==> src/rtl/axi_mport_arb.sv <==
// N-port AXI4 master arbiter: AR and AW/W arbitrated independently, R/B routed by ID prefix.
// Define AXI_MPORT_ARB_RR_EN for round-robin arbitration; fixed priority (port 0 first) otherwise.
module axi_mport_arb #(
   parameter int NUM_PORTS = 2,
   parameter int PORT_W    = 1,
   parameter int ID_W      = 4
) (
   input  logic                      clk_i,
   input  logic                      rst_i,
   input  logic [NUM_PORTS-1:0]      s_arvalid_i,
   output logic [NUM_PORTS-1:0]      s_arready_o,
   input  logic [32*NUM_PORTS-1:0]   s_araddr_i,
   input  logic [ID_W*NUM_PORTS-1:0] s_arid_i,
   input  logic [8*NUM_PORTS-1:0]    s_arlen_i,
   input  logic [2*NUM_PORTS-1:0]    s_arburst_i,
   output logic [NUM_PORTS-1:0]      s_rvalid_o,
   input  logic [NUM_PORTS-1:0]      s_rready_i,
   output logic [31:0]               s_rdata_o,
   output logic [1:0]                s_rresp_o,
   output logic [ID_W-1:0]           s_rid_o,
   output logic                      s_rlast_o,
   input  logic [NUM_PORTS-1:0]      s_awvalid_i,
   output logic [NUM_PORTS-1:0]      s_awready_o,
   input  logic [32*NUM_PORTS-1:0]   s_awaddr_i,
   input  logic [ID_W*NUM_PORTS-1:0] s_awid_i,
   input  logic [8*NUM_PORTS-1:0]    s_awlen_i,
   input  logic [2*NUM_PORTS-1:0]    s_awburst_i,
   input  logic [NUM_PORTS-1:0]      s_wvalid_i,
   output logic [NUM_PORTS-1:0]      s_wready_o,
   input  logic [32*NUM_PORTS-1:0]   s_wdata_i,
   input  logic [4*NUM_PORTS-1:0]    s_wstrb_i,
   input  logic [NUM_PORTS-1:0]      s_wlast_i,
   output logic [NUM_PORTS-1:0]      s_bvalid_o,
   input  logic [NUM_PORTS-1:0]      s_bready_i,
   output logic [1:0]                s_bresp_o,
   output logic [ID_W-1:0]           s_bid_o,
   output logic                      m_arvalid_o,
   input  logic                      m_arready_i,
   output logic [31:0]               m_araddr_o,
   output logic [ID_W+PORT_W-1:0]    m_arid_o,
   output logic [7:0]                m_arlen_o,
   output logic [1:0]                m_arburst_o,
   output logic                      m_awvalid_o,
   input  logic                      m_awready_i,
   output logic [31:0]               m_awaddr_o,
   output logic [ID_W+PORT_W-1:0]    m_awid_o,
   output logic [7:0]                m_awlen_o,
   output logic [1:0]                m_awburst_o,
   output logic                      m_wvalid_o,
   input  logic                      m_wready_i,
   output logic [31:0]               m_wdata_o,
   output logic [3:0]                m_wstrb_o,
   output logic                      m_wlast_o,
   input  logic                      m_rvalid_i,
   output logic                      m_rready_o,
   input  logic [31:0]               m_rdata_i,
   input  logic [1:0]                m_rresp_i,
   input  logic [ID_W+PORT_W-1:0]    m_rid_i,
   input  logic                      m_rlast_i,
   input  logic                      m_bvalid_i,
   output logic                      m_bready_o,
   input  logic [1:0]                m_bresp_i,
   input  logic [ID_W+PORT_W-1:0]    m_bid_i
);

   localparam int NS = 1 << PORT_W;

   typedef enum logic [1:0] {W_IDLE, W_ADDR, W_DATA} wstate_t;

   // First requester at or after last+1, wrapping at NUM_PORTS-1.
   function automatic logic [PORT_W-1:0] pick(input logic [NUM_PORTS-1:0] req,
                                              input logic [PORT_W-1:0] last);
      int best;
      int d;
      pick = '0;
      best = NUM_PORTS;
      for (int i = 0; i < NUM_PORTS; i++) begin
         d = (i + NUM_PORTS - 1 - int'(last)) % NUM_PORTS;
         if (req[i] && d < best) begin
            best = d;
            pick = PORT_W'(i);
         end
      end
   endfunction

   logic [PORT_W-1:0] ar_ptr, aw_ptr, ar_win, aw_win, wport, rq, bq;
   logic              ar_gnt, aw_gnt, w_act, w_beat, w_end, w_done;
   logic [NS-1:0]     ok, wv, wl, rr, br;
   logic [NS-1:0]     ar_oh, aw_oh, wr_oh, rv_oh, bv_oh;
   wstate_t           wst;

   for (genvar g = 0; g < NS; g++) begin : g_ok
      assign ok[g] = (g < NUM_PORTS);
   end

   assign wv = NS'(s_wvalid_i);
   assign wl = NS'(s_wlast_i);
   assign rr = NS'(s_rready_i);
   assign br = NS'(s_bready_i);

`ifdef AXI_MPORT_ARB_RR_EN
   always_ff @(posedge clk_i) begin
      if (!rst_i) begin
         ar_ptr <= PORT_W'(NUM_PORTS - 1);
         aw_ptr <= PORT_W'(NUM_PORTS - 1);
      end else begin
         if (ar_gnt) ar_ptr <= ar_win;
         if (aw_gnt) aw_ptr <= aw_win;
      end
   end
`else
   assign ar_ptr = PORT_W'(NUM_PORTS - 1);
   assign aw_ptr = PORT_W'(NUM_PORTS - 1);
`endif

   assign ar_win = pick(s_arvalid_i, ar_ptr);
   assign aw_win = pick(s_awvalid_i, aw_ptr);
   assign ar_gnt = !m_arvalid_o && |s_arvalid_i;
   assign aw_gnt = (wst == W_IDLE) && |s_awvalid_i;

   always_comb begin
      ar_oh = '0;
      aw_oh = '0;
      if (ar_gnt) ar_oh[ar_win] = 1'b1;
      if (aw_gnt) aw_oh[aw_win] = 1'b1;
   end

   assign s_arready_o = ar_oh[NUM_PORTS-1:0];
   assign s_awready_o = aw_oh[NUM_PORTS-1:0];

   always_ff @(posedge clk_i) begin
      if (!rst_i) begin
         m_arvalid_o <= 1'b0;
      end else if (ar_gnt) begin
         m_arvalid_o <= 1'b1;
         m_araddr_o  <= s_araddr_i[ar_win*32 +: 32];
         m_arid_o    <= {ar_win, s_arid_i[ar_win*ID_W +: ID_W]};
         m_arlen_o   <= s_arlen_i[ar_win*8 +: 8];
         m_arburst_o <= s_arburst_i[ar_win*2 +: 2];
      end else if (m_arready_i) begin
         m_arvalid_o <= 1'b0;
      end
   end

   // w_done covers a burst that completes while AW is still stalled.
   assign w_act  = (wst != W_IDLE) && !w_done;
   assign w_beat = w_act && wv[wport] && m_wready_i;
   assign w_end  = w_beat && wl[wport];

   always_ff @(posedge clk_i) begin
      if (!rst_i) begin
         wst         <= W_IDLE;
         m_awvalid_o <= 1'b0;
         w_done      <= 1'b0;
      end else begin
         unique case (wst)
            W_IDLE: if (aw_gnt) begin
               wst         <= W_ADDR;
               wport       <= aw_win;
               w_done      <= 1'b0;
               m_awvalid_o <= 1'b1;
               m_awaddr_o  <= s_awaddr_i[aw_win*32 +: 32];
               m_awid_o    <= {aw_win, s_awid_i[aw_win*ID_W +: ID_W]};
               m_awlen_o   <= s_awlen_i[aw_win*8 +: 8];
               m_awburst_o <= s_awburst_i[aw_win*2 +: 2];
            end
            W_ADDR: begin
               if (w_end) w_done <= 1'b1;
               if (m_awready_i) begin
                  m_awvalid_o <= 1'b0;
                  wst <= (w_done || w_end) ? W_IDLE : W_DATA;
               end
            end
            W_DATA: if (w_end) wst <= W_IDLE;
            default: wst <= W_IDLE;
         endcase
      end
   end

   always_comb begin
      wr_oh = '0;
      if (w_act) wr_oh[wport] = m_wready_i;
   end

   assign s_wready_o = wr_oh[NUM_PORTS-1:0];
   assign m_wvalid_o = w_act && wv[wport];
   assign m_wdata_o  = s_wdata_i[wport*32 +: 32];
   assign m_wstrb_o  = s_wstrb_i[wport*4 +: 4];
   assign m_wlast_o  = wl[wport];

   assign rq = m_rid_i[ID_W +: PORT_W];
   assign bq = m_bid_i[ID_W +: PORT_W];

   // Responses carrying a port index with no upstream port are sunk.
   always_comb begin
      rv_oh      = '0;
      bv_oh      = '0;
      m_rready_o = 1'b1;
      m_bready_o = 1'b1;
      if (ok[rq]) begin
         rv_oh[rq]  = m_rvalid_i;
         m_rready_o = rr[rq];
      end
      if (ok[bq]) begin
         bv_oh[bq]  = m_bvalid_i;
         m_bready_o = br[bq];
      end
   end

   assign s_rvalid_o = rv_oh[NUM_PORTS-1:0];
   assign s_bvalid_o = bv_oh[NUM_PORTS-1:0];
   assign s_rdata_o  = m_rdata_i;
   assign s_rresp_o  = m_rresp_i;
   assign s_rid_o    = m_rid_i[ID_W-1:0];
   assign s_rlast_o  = m_rlast_i;
   assign s_bresp_o  = m_bresp_i;
   assign s_bid_o    = m_bid_i[ID_W-1:0];

endmodule

==> config.mk <==
export PLATFORM = sky130hd
export DESIGN_NAME = axi_mport_arb
export DESIGN_NICKNAME = d
export VERILOG_FILES = /design/src/rtl/axi_mport_arb.sv
export SDC_FILE = /design/constraint.sdc
export NUM_CORES = 1
export LEC_CHECK = 0
export ABC_AREA = 1
export CORE_AREA = 2 2 202 204
export CTS_BUF_LIST = sky130_fd_sc_hd__clkbuf_4 sky130_fd_sc_hd__clkbuf_8 sky130_fd_sc_hd__clkbuf_16
export DETAILED_ROUTE_END_ITERATION = 8
export DIE_AREA = 0 0 204 206
export PLACE_DENSITY = 0.45
export SLEW_MARGIN = 5
export SYNTH_ARGS = -nofsm -noshare
export SYNTH_HDL_FRONTEND = slang
export SYNTH_SLANG_ARGS = --single-unit
==> constraint.sdc <==
create_clock -name clk_i -period 7 [get_ports clk_i]
set_clock_uncertainty 0.05 [all_clocks]
set_input_delay 1.4 -clock clk_i [delete_from_list [all_inputs] [get_ports clk_i]]
set_output_delay 1.4 -clock clk_i [all_outputs]
set_load 0.005 [all_outputs]
==> results of run 1 <==
power groups by stage:
| stage | combinational [mW] | sequential [mW] | clock [mW] |
|---|---|---|---|
| after global routing | 0.489 | 0.726 | 0.591 |
| after detailed placement | 0.454 | 0.736 | 0 |
| after CTS | 0.456 | 0.722 | 0.571 |
| after global placement | 0.456 | 0.734 | 0 |
| after floorplan | 0.139 | 0.742 | 0 |
| final | 0.447 | 0.721 | 0.536 |
Yosys cell counts:
| cell | n |
|---|---|
| inv_1 | 20 |
| buf_2 | 16 |
| a21oi_1 | 4 |
| buf_6 | 6 |
| mux2_2 | 2 |
| o21bai_1 | 1 |
| o211ai_1 | 1 |
| nor2_4 | 1 |
| inv_2 | 2 |
| edfxtp_1 | 94 |
| buf_4 | 52 |
| nor2_1 | 14 |
| nor3_1 | 2 |
| nand2_1 | 400 |
| o21ai_0 | 2 |
| nand3_1 | 1 |
| dfxtp_1 | 5 |
critical path, stage by stage:
cell	delay, ns
clkdlybuf4s50_1	0.53
nor2_4	0.06
inv_2	0.59
nor2_1	0.10
clkdlybuf4s50_1	0.48
metal layers:
layer / track usage / up-vias / share of wire
li1: - / 2624 / -
met1: 0.0970 / 2209 / 0.32
met2: 0.200 / 308 / 0.51
met3: 0.0582 / 32 / 0.13
met4: 0.0549 / 2 / 0.037
met5: 0 / - / 0.00054
cell families after synthesis:
logic type             Yosys count  synth area share
AND/OR/NAND/NOR                418             0.304
flip-flops                      99             0.563
buffers and inverters           96             0.120
AO/OA/AOI/OAI                    8           0.00868
multiplexers                     2           0.00434
sequential cells by signal, summed over array words and instances (netlist names):
| name | cells |
|---|---|
| m_arlen_o | 8 |
| m_arid_o | 5 |
| m_awaddr_o | 32 |
| w_done | 1 |
| m_araddr_o | 32 |
| wst | 2 |
| m_awburst_o | 2 |
| m_arvalid_o | 1 |
| m_awvalid_o | 1 |
| m_awid_o | 5 |
| m_arburst_o | 2 |
| m_awlen_o | 8 |
worst min path at each step:
stage	depth (start not counted)	end	slack [ns]	from
global route	2	wst[1]$_SDFFE_PN0P_	0.48	wst[1]$_SDFFE_PN0P_
CTS	2	wst[1]$_SDFFE_PN0P_	0.43	wst[1]$_SDFFE_PN0P_
global placement	2	wst[1]$_SDFFE_PN0P_	0.41	wst[1]$_SDFFE_PN0P_
finish	2	wst[1]$_SDFFE_PN0P_	0.42	wst[1]$_SDFFE_PN0P_
detailed placement	2	wst[1]$_SDFFE_PN0P_	0.41	wst[1]$_SDFFE_PN0P_
floorplan	2	wst[1]$_SDFFE_PN0P_	0.40	wst[1]$_SDFFE_PN0P_
cell type report:
class	count	area, um2	area share
inverter	22	82.6	0.00832
timing repair buffer	429	4280	0.431
tap	532	666	0.0671
clock inverter	6	75.1	0.00757
clock buffer	10	233	0.0235
multi-input combinational	428	1670	0.168
sequential	99	2920	0.295
==> results.yml, run 1 <==
timing:
  setup_slack_ns: 2.39
  hold_violations: 0
  holdWs_ns: 0.423
  finalSetupViolCount: 0
  period_share: 0.658
  slew_headroom: 0.438
  slew_violations: 0
  fin_crit_ns: 4.61
  fmax_mhz: 217
  worst_pin_slew_ns: 0.843
  fin_setup_tns_ns: 0
  rsz0062_at_grt: "false"
global_routing:
  grt_pass1_vias: 5078
  grt_pass1_wl_mm: 32.9
  gr-total-overflow: 0
  grt_max_degree: 49
  grt_usage: 0.109
  antenna_found_initial: 1
cts:
  path_clk_slew_ns: 0.08
  tritoncts: "yes"
  h-tree-depth: 3
  insertion_delay_ns: 0.37
  clock_path_buffers: 2
  cts_made_buffers: 9
  cts_setup_buffers: 0
  ctsHoldBuffers: 0
  ctsResizeCount: 0
  cts-root-buf: "clkbuf_16"
  cts.sinks: 99
job:
  cap_violations: 0
detailed_routing:
  postRouteAntennaNets: 0
  dr.pass1.iters: 4
  drt_wl_total_mm: 24.0
  vias: 5175
  drc: 0
  via_per_inst: 3.39
  drt_first_iter_violations: 211
  wl_per_cell_um: 15.7
final_layout:
  syn_to_final_growth_pct: 91.1
  mostFrequentLayoutCells: "clkdlybuf4s50_1, nand2_1, edfxtp_1"
  stdcell_count: 1526
  final_common_cell: "clkdlybuf4s50_1"
  nNetsFinal: 1311
  nFillCells: 4388
  stdcell_area_um2: 9920
  drive_gt1_frac: 0.0312
  post-route-util: 0.247
  antenna_cells: 0
synth:
  synth_top_cell_by_area: "edfxtp_1"
  netlist_area_um2: 5190
  ys_seq_area_frac: 0.563
  synth-seq-cells: 99
  syn_avg_cell_area_um2: 8.33
  ys_warn_count: 0
  yosysUniqueCellTypes: 17
  yosysTopAreaCellShare: 0.544
  netlist_instances: 623
  synthTopCellsByArea: "edfxtp_1, nand2_1, buf_4"
  syn-num-nets: 945
setup_path:
  critPathArrivalTime_ns: 3.16
  r2r-start: "wst[0]$_SDFFE_PN0P_"
  rr_worst_depth: 4
  path_max_fanout: 47
  startpoint: "s_arvalid_i[0]"
  endpoint: "s_arready_o[1]"
  worstSetupPathType: "primary input to primary output"
  worstSetupStartpointType: "primary input"
  required_ns: 5.55
  reg2reg_to: "m_awaddr_o[0]$_DFFE_PP_"
  crit_path_end_kind: "primary output"
  r2r_slack_ns: 4.91
place:
  io_buffers: 422
  dp_slack_ns: 2.38
  placed_cell_area_um2: 9610
  place_hpwl_mm: 19.3
  gp_congestion: 0.796
  dp_cells: 1510
die:
  rows: 74
  dieWidth_um: 204
  core_um2: 40200
  die_area_um2: 42000
  ios: 513
  start_util: 0.129
  fp.dieH_um: 206
run_status:
  status: "finished, final reports clean"
power:
  fin_total_pwr_mw: 1.70
  leakage_nw: 4.07
  switching_power_mw: 0.431
  switching_share: 0.253
  p_seq_frac: 0.423
  p_clk_frac: 0.314
  p_comb_frac: 0.262
  p_int_mw: 1.27
  p_per_area_nw_per_um2: 172
  vdd_drop_max_uv: 109
min_path:
  hold_class: "flip-flop to flip-flop"
Note: power is estimated with default switching activity, not from simulation.
==> inputs of run 2 (changes only) <==
Settings changed: CORE_AREA 2 2 202 204 to 2 2 197 199, DIE_AREA 0 0 204 206 to 0 0 199 201, PLACE_DENSITY 0.45 to 0.47.
Clock period 7 ns to 4.7 ns, I/O delays scaled along.
==> run 2 against run 1 <==
Against the previous run:
- sequential share of layout area barely moved
- flip-flop and latch count did not move
- critical endpoint is now s_wready_o[1]
- via count rose by 1.1%
- sequential power rose by 48%
- highest routed layer unchanged
- first-iteration DRC count fell by 10%
- total power rose by 47%
==> results.yml, run 2 (synthesized netlist as in run 1, its figures left out) <==
run_status:
  status: "finished, final reports clean"
cts:
  cts_made_buffers: 9
  cts.sinks: 99
  h-tree-depth: 3
  ctsHoldBuffers: 0
  tritoncts: "yes"
  ctsResizeCount: 0
  cts-root-buf: "clkbuf_16"
  path_clk_slew_ns: 0.07
  cts_setup_buffers: 0
  insertion_delay_ns: 0.37
  clock_path_buffers: 2
final_layout:
  nFillCells: 4173
  final_common_cell: "clkdlybuf4s50_1"
  stdcell_count: 1514
  syn_to_final_growth_pct: 90.8
  mostFrequentLayoutCells: "clkdlybuf4s50_1, nand2_1, edfxtp_1"
  top_regs: "m_araddr_o x32, m_awaddr_o x32"
  stdcell_area_um2: 9900
  nNetsFinal: 1312
  drive_gt1_frac: 0.0322
  post-route-util: 0.260
min_path:
  min_path_cells: 2
  hold_class: "flip-flop to flip-flop"
place:
  placed_cell_area_um2: 9600
  dp_cells: 1497
  io_buffers: 422
  gp_congestion: 0.845
  place_hpwl_mm: 19.1
  dp_slack_ns: 1.20
power:
  fin_total_pwr_mw: 2.51
  vdd_drop_max_uv: 158
  p_per_area_nw_per_um2: 253
  leakage_nw: 4.07
job:
  cap_violations: 0
global_routing:
  grt_pass1_vias: 5162
  use_met3: 0.0484
  antenna_found_initial: 2
  grt.met2_usage: 0.218
  grt_pass1_wl_mm: 32.7
  gr-total-overflow: 0
  grt_max_degree: 48
  grt_usage: 0.114
  use_met1: 0.0995
  top_usage_layer: "met2"
detailed_routing:
  drt_first_iter_violations: 190
  vias: 5233
  dr.pass1.iters: 4
  drt_wl_total_mm: 23.7
  drc: 0
  postRouteAntennaNets: 0
  wl_per_cell_um: 15.7
  via_per_inst: 3.46
die:
  dieWidth_um: 199
  core_um2: 38100
  die_area_um2: 40000
  start_util: 0.136
  rows: 72
  fp.dieH_um: 201
  ios: 513
timing:
  holdWs_ns: 0.423
  fmax_mhz: 286
  slew_violations: 0
  period_share: 0.743
  rsz0062_at_grt: "false"
  fin_crit_ns: 3.49
  fin_setup_tns_ns: 0
  setup_slack_ns: 1.21
  slew_headroom: 0.373
  finalSetupViolCount: 0
  hold_violations: 0
  worst_pin_slew_ns: 0.939
setup_path:
  r2r_slack_ns: 2.67
  worstSetupPathType: "primary input to primary output"
  rr_worst_depth: 4
  worstSetupStartpointType: "primary input"
  required_ns: 3.71
  startpoint: "m_wready_i"
  path_max_fanout: 3
  crit_path_end_kind: "primary output"
  r2r-start: "wst[0]$_SDFFE_PN0P_"
  endpoint: "s_wready_o[1]"
  critPathArrivalTime_ns: 2.50
  reg2reg_to: "m_awaddr_o[4]$_DFFE_PP_"
-- run 2: cell types whose count changed in the layout (fill, tap and decap cells not counted) --
| cell | change |
|---|---|
| diode_2 | +1 |
| clkinv_2 | +1 |
| clkbuf_4 | -1 |
| buf_4 | +1 |
| clkinv_4 | -1 |
| clkinv_8 | +2 |
| bufinv_16 | -1 |
-- run 2: final cells by class --
type | instances | area [um2] | area share
inverters | 22 | 82.6 | 0.00834
well taps | 518 | 648 | 0.0654
flip-flops and latches | 99 | 2920 | 0.295
repair buffers | 430 | 4280 | 0.433
diodes | 1 | 2.50 | 0.000253
clock buffers | 9 | 225 | 0.0227
clock inverters | 7 | 73.8 | 0.00745
multi-input cells | 428 | 1670 | 0.168
-- run 2: critical path: stages --
cell and delay [ns]:
clkdlybuf4s50_1 0.45, inv_1 0.03, nor3_1 0.34, inv_1 0.11, nor2_1 0.11, clkdlybuf4s50_1 0.52
-- run 2: power by group --
group / internal, mW / switching, mW
Combinational: 0.416 / 0.248
Clock: 0.375 / 0.395
Sequential: 1.05 / 0.0203
-- run 2: worst min-delay path by stage --
stage,start,to,slack (ns)
floorplan,wst[1]$_SDFFE_PN0P_,wst[1]$_SDFFE_PN0P_,0.40
global placement,wst[1]$_SDFFE_PN0P_,wst[1]$_SDFFE_PN0P_,0.41
detailed placement,wst[1]$_SDFFE_PN0P_,wst[1]$_SDFFE_PN0P_,0.42
CTS,wst[1]$_SDFFE_PN0P_,wst[1]$_SDFFE_PN0P_,0.43
global route,wst[1]$_SDFFE_PN0P_,wst[1]$_SDFFE_PN0P_,0.47
finish,wst[1]$_SDFFE_PN0P_,wst[1]$_SDFFE_PN0P_,0.42
-- run 2: routing by layer --
layer  part of all wire  vias up
li1                   -     2631
met1               0.32     2258
met2               0.53      310
met3               0.11       32
met4              0.034        2
met5            0.00051        -
==> inputs of run 3 (changes only) <==
Clock period 4.7 ns to 3.57 ns, I/O delays scaled along.
==> run 3 against run 2 <==
Against the previous run:
- worst hold slack better by 0.0087 ns
- sequential power is 32% higher
- global-route usage is 0.21 points lower
- cell count hardly changed
- routed wire length is 2.0% lower
- worst setup slack worse by 0.68 ns
- largest power group unchanged
==> results.yml, run 3 (synthesized netlist as in run 1, its figures left out) <==
die:
  die_area_um2: 40000
  ios: 513
  core_um2: 38100
  rows: 72
  dieWidth_um: 199
  fp.dieH_um: 201
  start_util: 0.136
timing:
  period_share: 0.851
  finalSetupViolCount: 0
  fin_crit_ns: 3.04
  rsz0062_at_grt: "false"
  fmax_mhz: 329
  worst_pin_slew_ns: 0.733
  hold_violations: 0
  fin_setup_tns_ns: 0
  slew_violations: 0
  slew_headroom: 0.506
cts:
  cts_made_buffers: 9
  cts.sinks: 99
  cts-root-buf: "clkbuf_16"
  ctsResizeCount: 0
  tritoncts: "yes"
  clock_path_buffers: 2
  path_clk_slew_ns: 0.08
  ctsHoldBuffers: 0
  insertion_delay_ns: 0.37
  cts_setup_buffers: 0
  h-tree-depth: 3
detailed_routing:
  postRouteAntennaNets: 0
  via_per_inst: 3.45
  drt_wl_total_mm: 23.2
  drc: 0
  dr.pass1.iters: 4
  wl_per_cell_um: 15.4
  drt_first_iter_violations: 153
  vias: 5218
global_routing:
  grt_usage: 0.112
  gr-total-overflow: 0
  grt_pass1_wl_mm: 32.4
  grt_pass1_vias: 5202
  grt_max_degree: 48
  antenna_found_initial: 0
final_layout:
  top_regs: "m_araddr_o x32, m_awaddr_o x32"
  antenna_cells: 0
  mostFrequentLayoutCells: "clkdlybuf4s50_1, nand2_1, edfxtp_1"
  stdcell_count: 1513
  stdcell_area_um2: 9910
  drive_gt1_frac: 0.0322
  final_common_cell: "clkdlybuf4s50_1"
  post-route-util: 0.260
  syn_to_final_growth_pct: 90.9
  nNetsFinal: 1312
  nFillCells: 4165
power:
  p_per_area_nw_per_um2: 334
  fin_total_pwr_mw: 3.31
  vdd_drop_max_uv: 206
  leakage_nw: 4.07
place:
  dp_cells: 1497
  place_hpwl_mm: 18.8
  placed_cell_area_um2: 9620
  io_buffers: 422
  gp_congestion: 0.853
setup_path:
  crit_path_end_kind: "primary output"
  critPathArrivalTime_ns: 2.27
  worstSetupStartpointType: "primary input"
  startpoint: "m_wready_i"
  worstSetupPathType: "primary input to primary output"
  path_max_fanout: 3
  r2r-start: "wst[1]$_SDFFE_PN0P_"
  required_ns: 2.81
min_path:
  hold_class: "flip-flop to flip-flop"
  hp-start: "wst[1]$_SDFFE_PN0P_"
job:
  cap_violations: 0
run_status:
  status: "finished, final reports clean"
==> run 3: final cells by class <==
class / instances / area (um2) / share of cell area
timing repair buffer: 430 / 4300 / 0.434
sequential: 99 / 2920 / 0.295
multi-input combinational: 428 / 1670 / 0.168
tap: 518 / 648 / 0.0654
clock buffer: 9 / 225 / 0.0227
inverter: 22 / 82.6 / 0.00833
clock inverter: 7 / 68.8 / 0.00694
==> run 3: final timing paths <==
| check | end | cells after the start | slack, ns |
|---|---|---|---|
| worst min-delay path | wst[1]$_SDFFE_PN0P_ | 2 | 0.43 |
| worst max register to register | m_awaddr_o[19]$_DFFE_PP_ | 4 | 1.76 |
| worst max-delay path | s_wready_o[0] | 6 | 0.53 |
| worst min register to register | wst[1]$_SDFFE_PN0P_ | 2 | 0.43 |
==> run 3: per-layer routing <==
| metal | global-route usage | vias up | part of all wire |
|---|---|---|---|
| met2 | 0.218 | 309 | 0.54 |
| met5 | 0 | - | 0 |
| met1 | 0.0994 | 2257 | 0.33 |
| li1 | - | 2628 | - |
| met4 | 0.0386 | 0 | 0.021 |
| met3 | 0.0496 | 24 | 0.11 |
==> run 3: report_power, final <==
part           total, mW  switching [mW]  internal (mW)  leakage [nW]
Clock               1.02           0.525          0.493         0.143
Combinational      0.880           0.329          0.551          3.00
Sequential          1.41          0.0242           1.39         0.930
==> run 3: per-stage QoR <==
stage          hold WS (ns)  setup slack [ns]
2_1_floorplan         0.397             0.212
3_3_place_gp          0.412             0.572
3_5_place_dp          0.422             0.541
4_1_cts               0.435             0.536
5_1_grt               0.457             0.458
6_report              0.431             0.532
==> run 3: critical path, cell delays in order <==
cell,delay (ns)
clkdlybuf4s50_1,0.46
inv_1,0.04
nor3_1,0.32
inv_1,0.13
nor2_1,0.11
clkdlybuf4s50_1,0.51
